### config.mk
export PLATFORM = sky130hd
export DESIGN_NAME = blastn_seq_streamer
export DESIGN_NICKNAME = d
export VERILOG_FILES = /design/src/rtl/blastn_seq_streamer.sv
export SDC_FILE = /design/constraint.sdc
export NUM_CORES = 1
export LEC_CHECK = 0
export ABC_AREA = 1
export CAP_MARGIN = 20
export CORE_MARGIN = 4
export CORE_UTILIZATION = 52
export CTS_BUF_LIST = sky130_fd_sc_hd__clkbuf_16
export DETAILED_ROUTE_END_ITERATION = 7
export PLACE_DENSITY = 0.8
export SLEW_MARGIN = 5
export SYNTH_ARGS = -nofsm -noshare
export SYNTH_HDL_FRONTEND = slang
export SYNTH_SLANG_ARGS = --single-unit
export TNS_END_PERCENT = 20
### constraint.sdc
create_clock -name array_clk -period 2 [get_ports array_clk]
set_input_delay 0.4 -clock array_clk [delete_from_list [all_inputs] [get_ports array_clk]]
set_output_delay 0.4 -clock array_clk [all_outputs]
set_load 0.02 [all_outputs]
### src/rtl/blastn_seq_streamer.sv
// blastn_seq_streamer: feeds a query, then subject characters, then pad flush into the Blastn systolic array.
// Enables are registered one cycle after issue; the datastreams gate the 1-cycle-latency RAM data with them.
module blastn_seq_streamer #(
    parameter int LENGTH_CHAR    = 3,
    parameter int LENGTH         = 32,
    parameter int LENGTH_COUNTER = 8
) (
    input  logic                      array_clk,
    input  logic                      reset,
    input  logic                      start,
    input  logic                      stall,
    input  logic [LENGTH_COUNTER-1:0] sub_length,
    output logic [LENGTH_COUNTER-1:0] q_rd_addr,
    input  logic [LENGTH_CHAR-1:0]    q_rd_data,
    output logic [LENGTH_COUNTER-1:0] s_rd_addr,
    input  logic [LENGTH_CHAR-1:0]    s_rd_data,
    output logic [LENGTH_CHAR-1:0]    query_datastream,
    output logic [LENGTH_CHAR-1:0]    sub_datastream,
    output logic                      query_enable,
    output logic                      sub_enable,
    output logic                      enable,
    output logic                      busy,
    output logic                      done
);
    localparam logic [LENGTH_COUNTER-1:0] LAST = LENGTH_COUNTER'(LENGTH - 1);
    localparam logic [LENGTH_COUNTER-1:0] ONE  = LENGTH_COUNTER'(1);

    typedef enum logic [2:0] {IDLE, LOAD_Q, STREAM_S, FLUSH, DONE} state_t;

    state_t                    state_q;
    logic [LENGTH_COUNTER-1:0] n_q, q_addr_q, s_addr_q, cnt_q;
    logic                      qv_q, sv_q, pad_q, done_q;
    logic                      issue;

    assign issue = (state_q == LOAD_Q || state_q == STREAM_S || state_q == FLUSH) && !stall;

    always_ff @(posedge array_clk or negedge reset) begin
        if (!reset) begin
            state_q  <= IDLE;
            n_q      <= '0;
            q_addr_q <= '0;
            s_addr_q <= '0;
            cnt_q    <= '0;
            qv_q     <= 1'b0;
            sv_q     <= 1'b0;
            pad_q    <= 1'b0;
            done_q   <= 1'b0;
        end else begin
            qv_q   <= issue && state_q == LOAD_Q;
            sv_q   <= issue && (state_q == STREAM_S || state_q == FLUSH);
            pad_q  <= issue && state_q == FLUSH;
            done_q <= state_q == DONE;
            case (state_q)
                IDLE: begin
                    // the done cycle already sits in IDLE, so a start there must be refused explicitly
                    if (start && !done_q) begin
                        n_q      <= sub_length;
                        q_addr_q <= '0;
                        s_addr_q <= '0;
                        cnt_q    <= '0;
                        state_q  <= (sub_length == '0) ? DONE : LOAD_Q;
                    end
                end
                LOAD_Q: begin
                    if (issue) begin
                        if (q_addr_q == LAST) state_q <= STREAM_S;
                        else q_addr_q <= q_addr_q + ONE;
                    end
                end
                STREAM_S: begin
                    if (issue) begin
                        if (s_addr_q == n_q - ONE) state_q <= FLUSH;
                        else s_addr_q <= s_addr_q + ONE;
                    end
                end
                FLUSH: begin
                    if (issue) begin
                        if (cnt_q == LAST) state_q <= DONE;
                        else cnt_q <= cnt_q + ONE;
                    end
                end
                DONE:    state_q <= IDLE;
                default: state_q <= IDLE;
            endcase
        end
    end

    assign q_rd_addr        = q_addr_q;
    assign s_rd_addr        = s_addr_q;
    assign query_enable     = qv_q;
    assign sub_enable       = sv_q;
    assign enable           = sv_q;
    assign done             = done_q;
    assign busy             = state_q != IDLE;
    assign query_datastream = qv_q ? q_rd_data : '0;
    assign sub_datastream   = (sv_q && !pad_q) ? s_rd_data : '0;
endmodule

Yosys cells after proc, flatten, opt, wreduce, memory -nomap -nowiden
Index checks and enable logic that the tools add are counted.
{ "op_classes": {"n_addsub": 4, "n_eq_ne": 17, "n_mux": 21, "reduce_logical": 23} }
{ "op_table": {"columns": ["operator", "count"], "rows": [
  ["two-way mux 8 bit", 7],
  ["case mux 8 bit (2 select lines)", 3],
  ["two-way mux 3 bit", 10],
  ["adder 8 x 1 -> 8 bit, second input constant", 3],
  ["== test 8 x 5 -> 1 bit, second input constant", 2],
  ["!= test 2 bit, second input constant", 7],
  ["case mux 3 bit (4 select lines)", 1],
  ["AND reduction 4 bit", 3],
  ["== test 8 bit", 1],
  ["zero test 8 bit", 1],
  ["subtractor 8 x 1 -> 8 bit, second input constant", 1],
  ["AND reduction 7 bit", 1],
  ["== test 3 x 2 -> 1 bit, second input constant", 2],
  ["logical AND 1 bit", 6],
  ["!= test 2 x 1 -> 1 bit, second input constant", 3],
  ["nonzero test 2 bit", 3],
  ["== test 3 x 1 -> 1 bit, second input constant", 1],
  ["== test 3 bit, second input constant", 1],
  ["zero test 1 bit", 3],
  ["zero test 3 bit", 1],
  ["logical OR 1 bit", 3],
  ["nonzero test 3 bit", 1],
  ["AND reduction 2 bit", 1]
]} }
{ "totals": {"regBits": 39, "input_bits": 18, "output_inout_bits": 27, "elab_cells": 74} }

Logic depth before layout (Yosys ltp)
Gate-level depths: netlist of the first run.
{ "logic_depth": {"word_depth": 6, "ltp_mapped": 14, "ltp_nobuf": 14} }

Worst setup path after synthesis of the first run
No wires, ideal clock.
{ "synth_timing": {"kind": "register to register", "startpoint": "register n_q[0]", "endpoint": "register s_addr_q[3] (netlist: s_rd_addr[3])", "setup_ns": 0.065, "arrival_ns": 1.542, "required_time_ns": 1.935, "setup_slack_ns": 0.393, "stages_incl_launch_ff": 15, "path_buffers": 0, "synth_period_minus_slack_ns": 1.607, "path_cell_list": "dfrtp_1 -> inv_2 -> ha_1 -> nand2_1 -> nor2_1 -> nand3_1 -> nand2_1 -> inv_1 -> nor2_1 -> nand3_1 -> nand2_2 -> nand2_4 -> nand2_4 -> nand2_1 -> nand2_1"} }
{ "synth_between": {"elab_chain_cells": 4} }
{ "synth_rtl": {"columns": ["item", "line_no", "text"], "rows": [
  ["start, declared", "31", "logic [LENGTH_COUNTER-1:0] n_q, q_addr_q, s_addr_q, cnt_q;"],
  ["start signal, assigned", "57", "n_q <= sub_length;"],
  ["subtractor 8 x 1 -> 8 bit", "72", "if (s_addr_q == n_q - ONE) state_q <= FLUSH;"],
  ["== test 8 bit", "72", null],
  ["!= test 2 bit (no source line)", null, null],
  ["AND reduction 4 bit (no source line)", null, null],
  ["end signal, assigned", "73", "else s_addr_q <= s_addr_q + ONE;"],
  ["end, declared", "31", null]
]} }
No other way between the ends.
A chain may end at the register's enable or synchronous reset.

Worst setup path in the final report of the first run
{ "layout_timing": {"startpoint": "input port q_rd_data[0]", "endpoint": "output port query_datastream[0]"} }
{ "layout_between": {"elab_chain_cells": 1} }
{ "layout_rtl": {"columns": ["item", "line_no", "text"], "rows": [
  ["start, declared", "14", "input logic [LENGTH_CHAR-1:0] q_rd_data,"],
  ["two-way mux 3 bit", "95", "assign query_datastream = qv_q ? q_rd_data : '0;"],
  ["end, declared", "17", "output logic [LENGTH_CHAR-1:0] query_datastream,"]
]} }
No other way between the ends.

==> results.txt, run 1 <==
* Site row count: 24
- Counting flops and latches in the post-synthesis netlist gives 39.
- Entering global routing, the biggest net connects 40 pins.
- Final core utilization: 70.32%
- Buffers inserted during clock tree synthesis total 5.
* Via count of the first global-routing pass: 2108
- Die Area: 0.005790 mm^2
* Static leakage power: 1.576 nW
- Overall overflow remaining after global route: 0
* Arrival time of the worst setup path: 1.57 ns
* Count of max-cap constraint violations: 0
* Width of the chip: 76.10 um
* Total DRC errors in the routed layout: 0
- The area growth from synthesis to layout is 28.75%.
* Clock tree from TritonCTS: done
- Initial antenna violation count: 0
- Post-CTS clock slew at the launch and capture registers of the worst setup and hold paths: 0.05 ns
- Register-to-Register Path Depth: 14
- STA classifies the critical path endpoint as a primary output.
- The tree is rooted in a clkbuf_16.
- Netlist Area Pre-Place: 0.002411 mm^2
- Slew Limit Headroom: 67.02%
- Yosys attributes the largest share of cell area to dfrtp_1, nand2_1, inv_1.
- Routability-driven placement finished with a final weighted congestion of 0.8573.
* Top cell type by total area after synthesis: dfrtp_1
* Number of antenna-violating nets in the routed design: 0
- For this design, the sink count on the clock tree is 39.
- In this run the critical register-to-register path is captured at s_rd_addr[4].
- Combined global-route utilization of all metal layers: 19.66%
* Slew at the pin with the worst max-slew slack: 0.4947 ns
* Longest Clk Path Bufs: 2
- Setup violations remaining at the end of the flow were counted as 0.
- Power Dens Cells: 1165 mW/mm^2
- The net count of the finished layout is 412.
* Via count: 2245
- The most common cell in the synthesized netlist is nand2_1.
- Register-to-register setup slack: 0.18 ns
- By count the netlist is led by nand2_1, inv_1, nor2_1.
- Number of hold-slack violations in the final timing report: 0
- Required time of the critical path: 1.60 ns
- In this run, the number of DRC markers left after iteration 0 of detailed routing was 148.
- I/O pin total: 45
* Proportion of netlist area held by the largest area contributor: 40.48%
- The repair_antennas step left the layout with diodes totalling 0.
- Main synth FF type: dfrtp_1
- Setup WS pre-CTS: -0.005692 ns
- Critical setup path kind: primary input to primary output
- Wire length reported by the detailed router: 5.509 mm
- After layout, the minimum clock period comes to 1.973 ns.
- IR analysis of the VDD net gives a maximum drop of 0.5971 mV.
* Setup WS post-layout: 0.02748 ns
- Worst clock skew: 0.002364 ns
* Number of max-slew violations in the final report: 0
- Buffers placed on the I/O ports in this run total 44.
- Setup repair after global routing left no endpoint under its margin.
- Crit share post-route: 98.63%
- The design draws 3.618 mW.
- Length of the first detailed-routing pass in iterations: 6
* EDFF count, synth: 0
- Post-Syn Instances: 335
- Average size of a mapped cell: 7.197 um^2
- Dividing the detail-routed wire length by the instance count gives 12.44 um.
- Worst min path class: primary input to async pin
* Count of yosys warnings during synthesis: 0
* Starting density of the core: 54.62%
- Vias per Instance: 5.068
- In the synthesized netlist the async set-or-reset flop fraction comes to 100.0%.
- STA classifies the critical path startpoint as a primary input.
- In this run the worst path has a maximum fanout of 1.
- The floorplan step set the die height to 76.10 um.
- Detailed placement finished with a half-perimeter wire length of 4.107 mm.
* Global-route wire length before repair: 9.632 mm
* Total negative slack: 0 ns
- Synthesis instantiated 29 different standard cells from the library.
- For the worst-skew pair, the clock arrives at the later sink with an insertion delay of 0.28 ns.
- Of the synthesized area, sequential elements account for 40.48%.
* Number of H-tree levels: 2
- Result of the run: finished clean
- The number of nets in the synthesized netlist is 357.
- Area of the core region: 0.004414 mm^2
- Of the cells placed in the final design, the portion with a size suffix greater than 1 is 11.00%.
- The startpoint identified for the worst register-to-register timing path is n_q[0].
* Worst hold slack: 0.1668 ns
- Derived from the worst setup path, the maximum achievable clock frequency is 507.0 MHz.
==> logic make-up (layout without fill, tap and decap cells) <==
group                      count (synthesis)  count (layout)  synth area share (%)
and+or+nand+nor                          180             180                 33.21
buffers and inverters                     63             119                 10.02
DFF                                       39              39                 40.48
AOI/OAI and AO/OA                         37              37                 9.860
xor gates and xnor gates                  12              12                 4.359
adders and majority gates                  4               4                 2.076
==> worst max-delay path by stage <==
| stage | endpoint | from |
|---|---|---|
| 2_1_floorplan | s_rd_addr[3] | n_q[0] |
| 3_3_place_gp | sub_datastream[0] | s_rd_data[0] |
| 3_5_place_dp | sub_datastream[0] | s_rd_data[0] |
| 4_1_cts | sub_datastream[1] | s_rd_data[1] |
| 5_1_grt | query_datastream[0] | q_rd_data[0] |
| 6_report | query_datastream[0] | q_rd_data[0] |
==> registers in the layout, indices dropped and copies added (netlist names) <==
signal,flops
enable,1
n_q,8
done,1
pad_q,1
query_enable,1
cnt_q,8
s_rd_addr,8
state_q,3
q_rd_addr,8
==> critical path, cell delays in order <==
cell and delay, ns:
clkdlybuf4s50_1 0.46, nand2_1 0.06, inv_1 0.05, clkdlybuf4s50_1 0.60
==> power by group <==
group / switching (mW) / internal (mW) / total, mW
Clock: 0.295 / 0.448 / 0.744
Sequential: 0.178 / 0.940 / 1.12
Combinational: 1.12 / 0.634 / 1.76
Total: 1.59 / 2.02 / 3.62
==> cell usage in the layout (no fill, tap or decap), types with 3 or more instances in the layout <==
| cell type | n |
|---|---|
| buf_4 | 7 |
| o21ai_0 | 10 |
| xnor2_1 | 5 |
| dfrtp_1 | 38 |
| xor2_1 | 7 |
| ha_1 | 3 |
| o21ai_1 | 9 |
| clkbuf_16 | 5 |
| nor3_1 | 5 |
| clkdlybuf4s50_1 | 37 |
| inv_1 | 49 |
| nor2_1 | 40 |
| a21oi_1 | 7 |
| nand4_1 | 6 |
| nand2_2 | 6 |
| nand2_1 | 85 |
| dlymetal6s2s_1 | 4 |
| nand3_1 | 29 |
| o31ai_1 | 5 |
| inv_2 | 12 |
==> metrics by stage <==
| stage | instance area [um^2] | cells |
|---|---|---|
| after global placement | 2925 | 432 |
| after CTS | 3060 | 440 |
| after detailed placement | 2925 | 432 |
| after floorplan | 2411 | 335 |
| after global routing | 3104 | 443 |
| final | 3104 | 443 |
==> routing by layer <==
layer	vias to the layer above	wire length, um	track usage, %
met1	1033	2404	25.06
met3	8	169	3.664
met4	0	72	5.245
met2	37	2863	33.99
li1	1167	-	-
met5	-	0	0
==> cell type report <==
class,instances,area [um^2]
clock buffers,5,125.1
clock inverters,3,11.26
fillers,370,1310
inverters,60,225.2
multi-input cells,233,1205
flip-flops and latches,39,977.2
well taps,52,65.06
repair buffers,51,495.5
==> repair_timing <==
item                       4_1_cts  5_1_grt
gates resized for setup          3        6
pin swaps                        0        0
buffers inserted                 0        3
hold buffers                     0        0
setup endpoints to repair        2       14
Note: power is estimated with default switching activity, not from simulation.
==> run 2: changes to the inputs <==
CORE_UTILIZATION = 56   (was 52)
HOLD_SLACK_MARGIN = 0.06   (was unset)
PLACE_DENSITY = 0.85   (was 0.8)
clock period = 2.5 ns   (was 2 ns; I/O delays follow)
==> results.txt, run 2 (synthesis results as in run 1) <==
* Critical setup path kind: register to primary output
* Root buf cell: clkbuf_16
- After the last flow step, the layout net total stands at 406.
- Routed wire length per instance: 12.48 um
- Global-route wire length before repair: 9.252 mm
* Result of the run: finished clean
- I/O pin total: 45
* Delay of the slowest cell on the worst path: 0.57 ns
- Final core utilization: 74.43%
* Overall overflow remaining after global route: 0
- The slowest stage of the critical path belongs to the cell clkdlybuf4s50_1.
- Number of non-filler instances in the completed layout: 435
- Number of hold buffers added after CTS: 0
- Number of hold-slack violations in the final timing report: 0
* Via count of the first global-routing pass: 2046
- Summed over all layers, the routed wires come to 5.427 mm.
* Achievable clock frequency: 435.6 MHz
* # clock sinks: 39
- Across every metal layer, demand over resource in global routing totals 21.85%.
- Most used cells in the layout excluding fill and tap cells: nand2_1, inv_1, clkdlybuf4s50_1, nor2_1, dfrtp_1
- Headroom to the max-slew limit came out at 44.35%.
- The floorplan step defined a core boundary enclosing 0.004086 mm^2.
- Number of H-tree levels: 2
- For the worst flop-to-flop path, the logic depth is 14.
- For the final database, setup skew stands at 0.007666 ns.
* Total DRC errors in the routed layout: 0
- The routed layout has 2240 vias.
- Number of antenna-violating nets in the routed design: 0
- Across the run, the number of max-cap violations was 0.
- Final weighted congestion of routability-driven global placement: 0.8688
- Total power after layout: 2.844 mW
- Largest driver fanout on the critical path: 4
- Longest Clk Path Bufs: 2
* Worst hold slack: 0.3205 ns
- Post-cts repair resize count: 0
- Minimum clock period after layout: 2.296 ns
* Worst reg2reg startpoint: n_q[0]
- Most numerous cell on the critical path: inv_1
- Area growth from synthesis to layout: 26.15%
* Worst min path class: primary input to async pin
- Required time of the critical path: 2.00 ns
- Initial antenna violation count: 0
- Clock-pin slew was measured on the worst setup and hold paths at 0.06 ns.
* Chip height: 73.62 um
- The floorplan has 23 rows.
- In this run the critical register-to-register path is captured at s_rd_addr[5].
- In this run the power density over the cells is 935.0 mW/mm^2.
- In the finished design, the share of the clock period the worst path needs comes to 91.83%.
* Fill cell total of the finished layout: 312
- TritonCTS built the clock tree.
- Placement-stage cell area: 0.002900 mm^2
- Once layout is done, the placed cells without fillers occupy 0.003042 mm^2.
* Length of the first detailed-routing pass in iterations: 4
- DPL Wire Length: 3.983 mm
* Antenna diode count: 0
- CP endpoint kind: primary output
- Clock tree synthesis inserted a total of 5 buffers.
* Slew at the pin with the worst max-slew slack: 0.8347 ns
- Type of element launching the critical path: register
- Setup WS pre-CTS: 0.2915 ns
* Arrival time of the worst setup path: 1.80 ns
* Setup WS post-layout: 0.2041 ns
* Clock latency at the later pin of the worst-skew pair: 0.28 ns
* Vias per Instance: 5.149
- Placed cell count: 427
* Starting density of the core: 59.00%
* Unrepaired setup endpoints after global routing: no
- Most frequent standard cell in the layout excluding fill and tap cells: nand2_1
- After clock tree synthesis, the setup repair step added 0 buffers.
- After the first detailed-routing iteration, the DRC count stood at 118.
* Finish-stage setup viols: 0
- The worst register-to-register path has a setup slack of 0.65 ns.
- For the final routed database, the setup TNS stands at 0 ns.
- Highest ir drop seen on vdd: 0.6646 mV
- The post-route netlist has 9.610% of its cells at a drive strength greater than 1.
* Number of max-slew violations in the final report: 0
* Maximum number of pins on one net before global-route repair: 40
- For this design the static power due to leakage is 1.477 nW.
- Port buffering added 44 buffers.
* Die Area: 0.005419 mm^2
- Cell chain of the critical path: nor2_1 > inv_1 > nor2_2 > inv_1 > clkdlybuf4s50_1
* Width of the chip: 73.62 um
-- run 2: cell count changes in the layout (fill, tap and decap cells not counted), sizes merged --
cell,previous run,this run
buf,8,2
clkdlybuf4s50,37,43
clkinv,2,1
clkinvlp,0,1
dlygate4sd2,2,0
dlymetal6s2s,4,0
-- run 2: worst max path at each step --
stage                      start           endpoint  slack [ns]  cells after the start
global placement    s_rd_data[0]  sub_datastream[0]        0.31                      4
detailed placement  s_rd_data[2]  sub_datastream[2]        0.29                      4
global route          state_q[1]               busy        0.11                      5
floorplan                 n_q[0]       s_rd_addr[3]        0.89                     14
CTS                   state_q[1]               busy        0.22                      5
finish                state_q[1]               busy        0.20                      5
-- run 2: area by class of cell --
class	instances	area [um^2]	share of cell area, %
flip-flops and latches	39	975.9	32.09
multi-input cells	233	1194	39.24
clock inverters	3	16.27	0.5348
repair buffers	45	442.9	14.56
well taps	50	62.56	2.057
clock buffers	5	125.1	4.114
inverters	60	225.2	7.404
-- run 2: per-layer routing --
layer	GRT usage [%]	up-vias	wire, um
met1	27.45	1042	2418
met2	38.58	40	2784
li1	-	1153	-
met5	0	-	0
met3	3.694	5	181
met4	5.835	0	42
-- run 2: power breakdown --
| group | internal, mW | total (mW) | switching (mW) |
|---|---|---|---|
| sequential | 0.751 | 0.898 | 0.147 |
| clock | 0.364 | 0.613 | 0.249 |
| combinational | 0.462 | 1.33 | 0.871 |
-- run 2: critical path, delay by kind of cell (launching register included) --
family / cells / cell delay, ns
buffers and inverters: 3 / 0.79
DFF: 1 / 0.43
and+or+nand+nor: 2 / 0.31
==> patch: new RTL, flow settings as in run 2 <==
One comparison of `cnt_q` changes from == to >=.
--- a/src/rtl/blastn_seq_streamer.sv
+++ b/src/rtl/blastn_seq_streamer.sv
@@ -75,7 +75,7 @@
                 end
                 FLUSH: begin
                     if (issue) begin
-                        if (cnt_q == LAST) state_q <= DONE;
+                        if (cnt_q >= LAST) state_q <= DONE;
                         else cnt_q <= cnt_q + ONE;
                     end
                 end
Formal check against the unedited RTL: no difference found for any inputs over 10 cycles, from zero or initial values and one cycle with reset low; that may be too few to reach the edited logic, so the function may still have changed.
==> patch against run 2 <==
Design area down 0.74%; count of clock-buffer cells in the layout unchanged; routed wire length decreased by 2.4%; setup slack better by 49 ps; synthesized cell count is 5.1% lower; sequential cell count did not move; power is 7.2% higher; area after synthesis shrank 1.5%.
==> patch: results (changes against run 2) <==
- Post-DR vias/cell: 5.24 (was 5.15)
- H-Tree Depth: 2 (unchanged)
- Worst-path clk slew: 60 ps (about the same)
- CTS root buf: clkbuf_16 (unchanged)
- Status: finished clean (unchanged)
- Vias in the first global route: 2,096 (was 2,046)
- Max Clock Skew: 3.29 ps (was 7.67 ps)
- Filler instances: 314 (was 312)
- WP data arrival: 1750 ps (was 1800 ps)
- Hold Crit Class: in -> async (unchanged)
- Worst-case clock buffer depth: 2 (unchanged)
- Reg2Reg Depth: 15 (was 14)
- Layout cells sized above 1: 12.8% (was 9.61%)
- DP Cell Count: 409 (was 427)
- Num CTS Buffers: 5 (unchanged)
- Post-synthesis net count: 340 (was 357)
- Post-Synthesis Mean Instance Area: 7.47 µm² (was 7.20 µm²)
- R2R Setup Slk: 650 ps (about the same)
- 1st-iter DRT viols: 102 (was 118)
- Worst path top cell family by delay: buffers and inverters (unchanged)
- Slew margin rel.: 40.7% (was 44.4%)
- # Post-CTS Setup Buffers: 0 (unchanged)
- Crit Path Max Fanout: 6 (was 4)
- Wire length per cell: 12.7 µm (was 12.5 µm)
- Asr flop ratio synth: 100% (unchanged)
- Commonest cells in the netlist: 75 x nand2_1, 43 x inv_1, 39 x dfrtp_1, 38 x nor2_1, 27 x nand3_1 (was 85 x nand2_1, 48 x inv_1, 40 x nor2_1, 39 x dfrtp_1, 29 x nand3_1)
- Endpoints failing setup: 0 (unchanged)
- HPWL after detailed placement: 3860 µm (was 3980 µm)
- R2R Path End: s_rd_addr[1] (was s_rd_addr[5])
- GRT Total Usage: 21.7% (was 21.9%)
- Post-synthesis sequential area ratio: 41.1% (was 40.5%)
- Top_reg_cell synth: dfrtp_1 (unchanged)
- Number of antenna violations at the first check in global routing: 0 (unchanged)
- Largest net degree at the start of global routing: 40 (unchanged)
- Leakage: 0.00146 µW (was 0.00148 µW)
- N_diodes: 0 (unchanged)
- Post-CTS Resized: 0 (unchanged)
- GPL Wtd Cong: 0.845 (was 0.869)
- First-pass GRT wire length: 8970 µm (was 9250 µm)
- Unique masters post-synth: 37 (was 29)
- Clk_lat worst skew: 280 ps (about the same)
- Nets: 388 (was 406)
- Slowest stage delay, CP: 550 ps (was 570 ps)
- VDD IR-drop max: 546 µV (was 665 µV)
- Via count: 2,180 (was 2,240)
- Top cells by area, synth: dfrtp_1 41%, nand2_1 12%, inv_1 6.8% (was dfrtp_1 40%, nand2_1 13%, inv_1 7.5%)
patch: worst max path at each step:
stage / end / startpoint / cells past startpoint
floorplan: state_q[0] / q_rd_addr[0] / 9
global placement: sub_datastream[0] / s_rd_data[0] / 4
detailed placement: sub_datastream[0] / s_rd_data[0] / 4
CTS: busy / state_q[0] / 5
global route: busy / state_q[1] / 5
finish: busy / state_q[1] / 5
patch: area by class of cell:
cell class                 count  area share [%]
clock buffer                   5            4.14
clock inverter                 2            1.12
inverter                      52            6.46
multi-input combinational    223            39.2
sequential                    39            32.3
tap                           50            2.07
timing repair buffer          45            14.7
patch: through the flow:
stage | hold WS (ps) | setup slack, ps | area, µm² | total power (µW) | utilization, %
after floorplan | 204 | 825 | 2380 | 1950 | -
after global placement | 486 | 328 | 2860 | 2290 | 70.5
after detailed placement | 485 | 293 | 2860 | 2350 | 70.5
after CTS | 363 | 253 | 3020 | 3060 | 74.4
after global routing | 409 | 185 | 3020 | 3270 | 74.4
final | 338 | 253 | 3020 | 3050 | 74.4
patch: power breakdown:
group / switching, µW / internal [µW] / total, µW
registers: 163 / 760 / 923
clock network: 238 / 461 / 699
logic: 899 / 526 / 1430
total: 1300 / 1750 / 3050
patch: metal layers:
layer | track usage, % | vias to the layer above | wire length [µm]
li1 | - | 1092 | -
met1 | 27.0 | 1016 | 2290
met2 | 36.1 | 63 | 2550
met3 | 5.23 | 9 | 362
met4 | 8.20 | 0 | 86
met5 | 0 | - | 0
patch: cells by family after synthesis:
| group | after synthesis | share of synthesized area, % |
|---|---|---|
| compound gates | 28 | 6.58 |
| flops | 39 | 41.1 |
| fa+ha+maj | 4 | 2.11 |
| simple gates | 182 | 37.8 |
| xor+xnor | 9 | 3.32 |
| buf+inv | 56 | 9.11 |
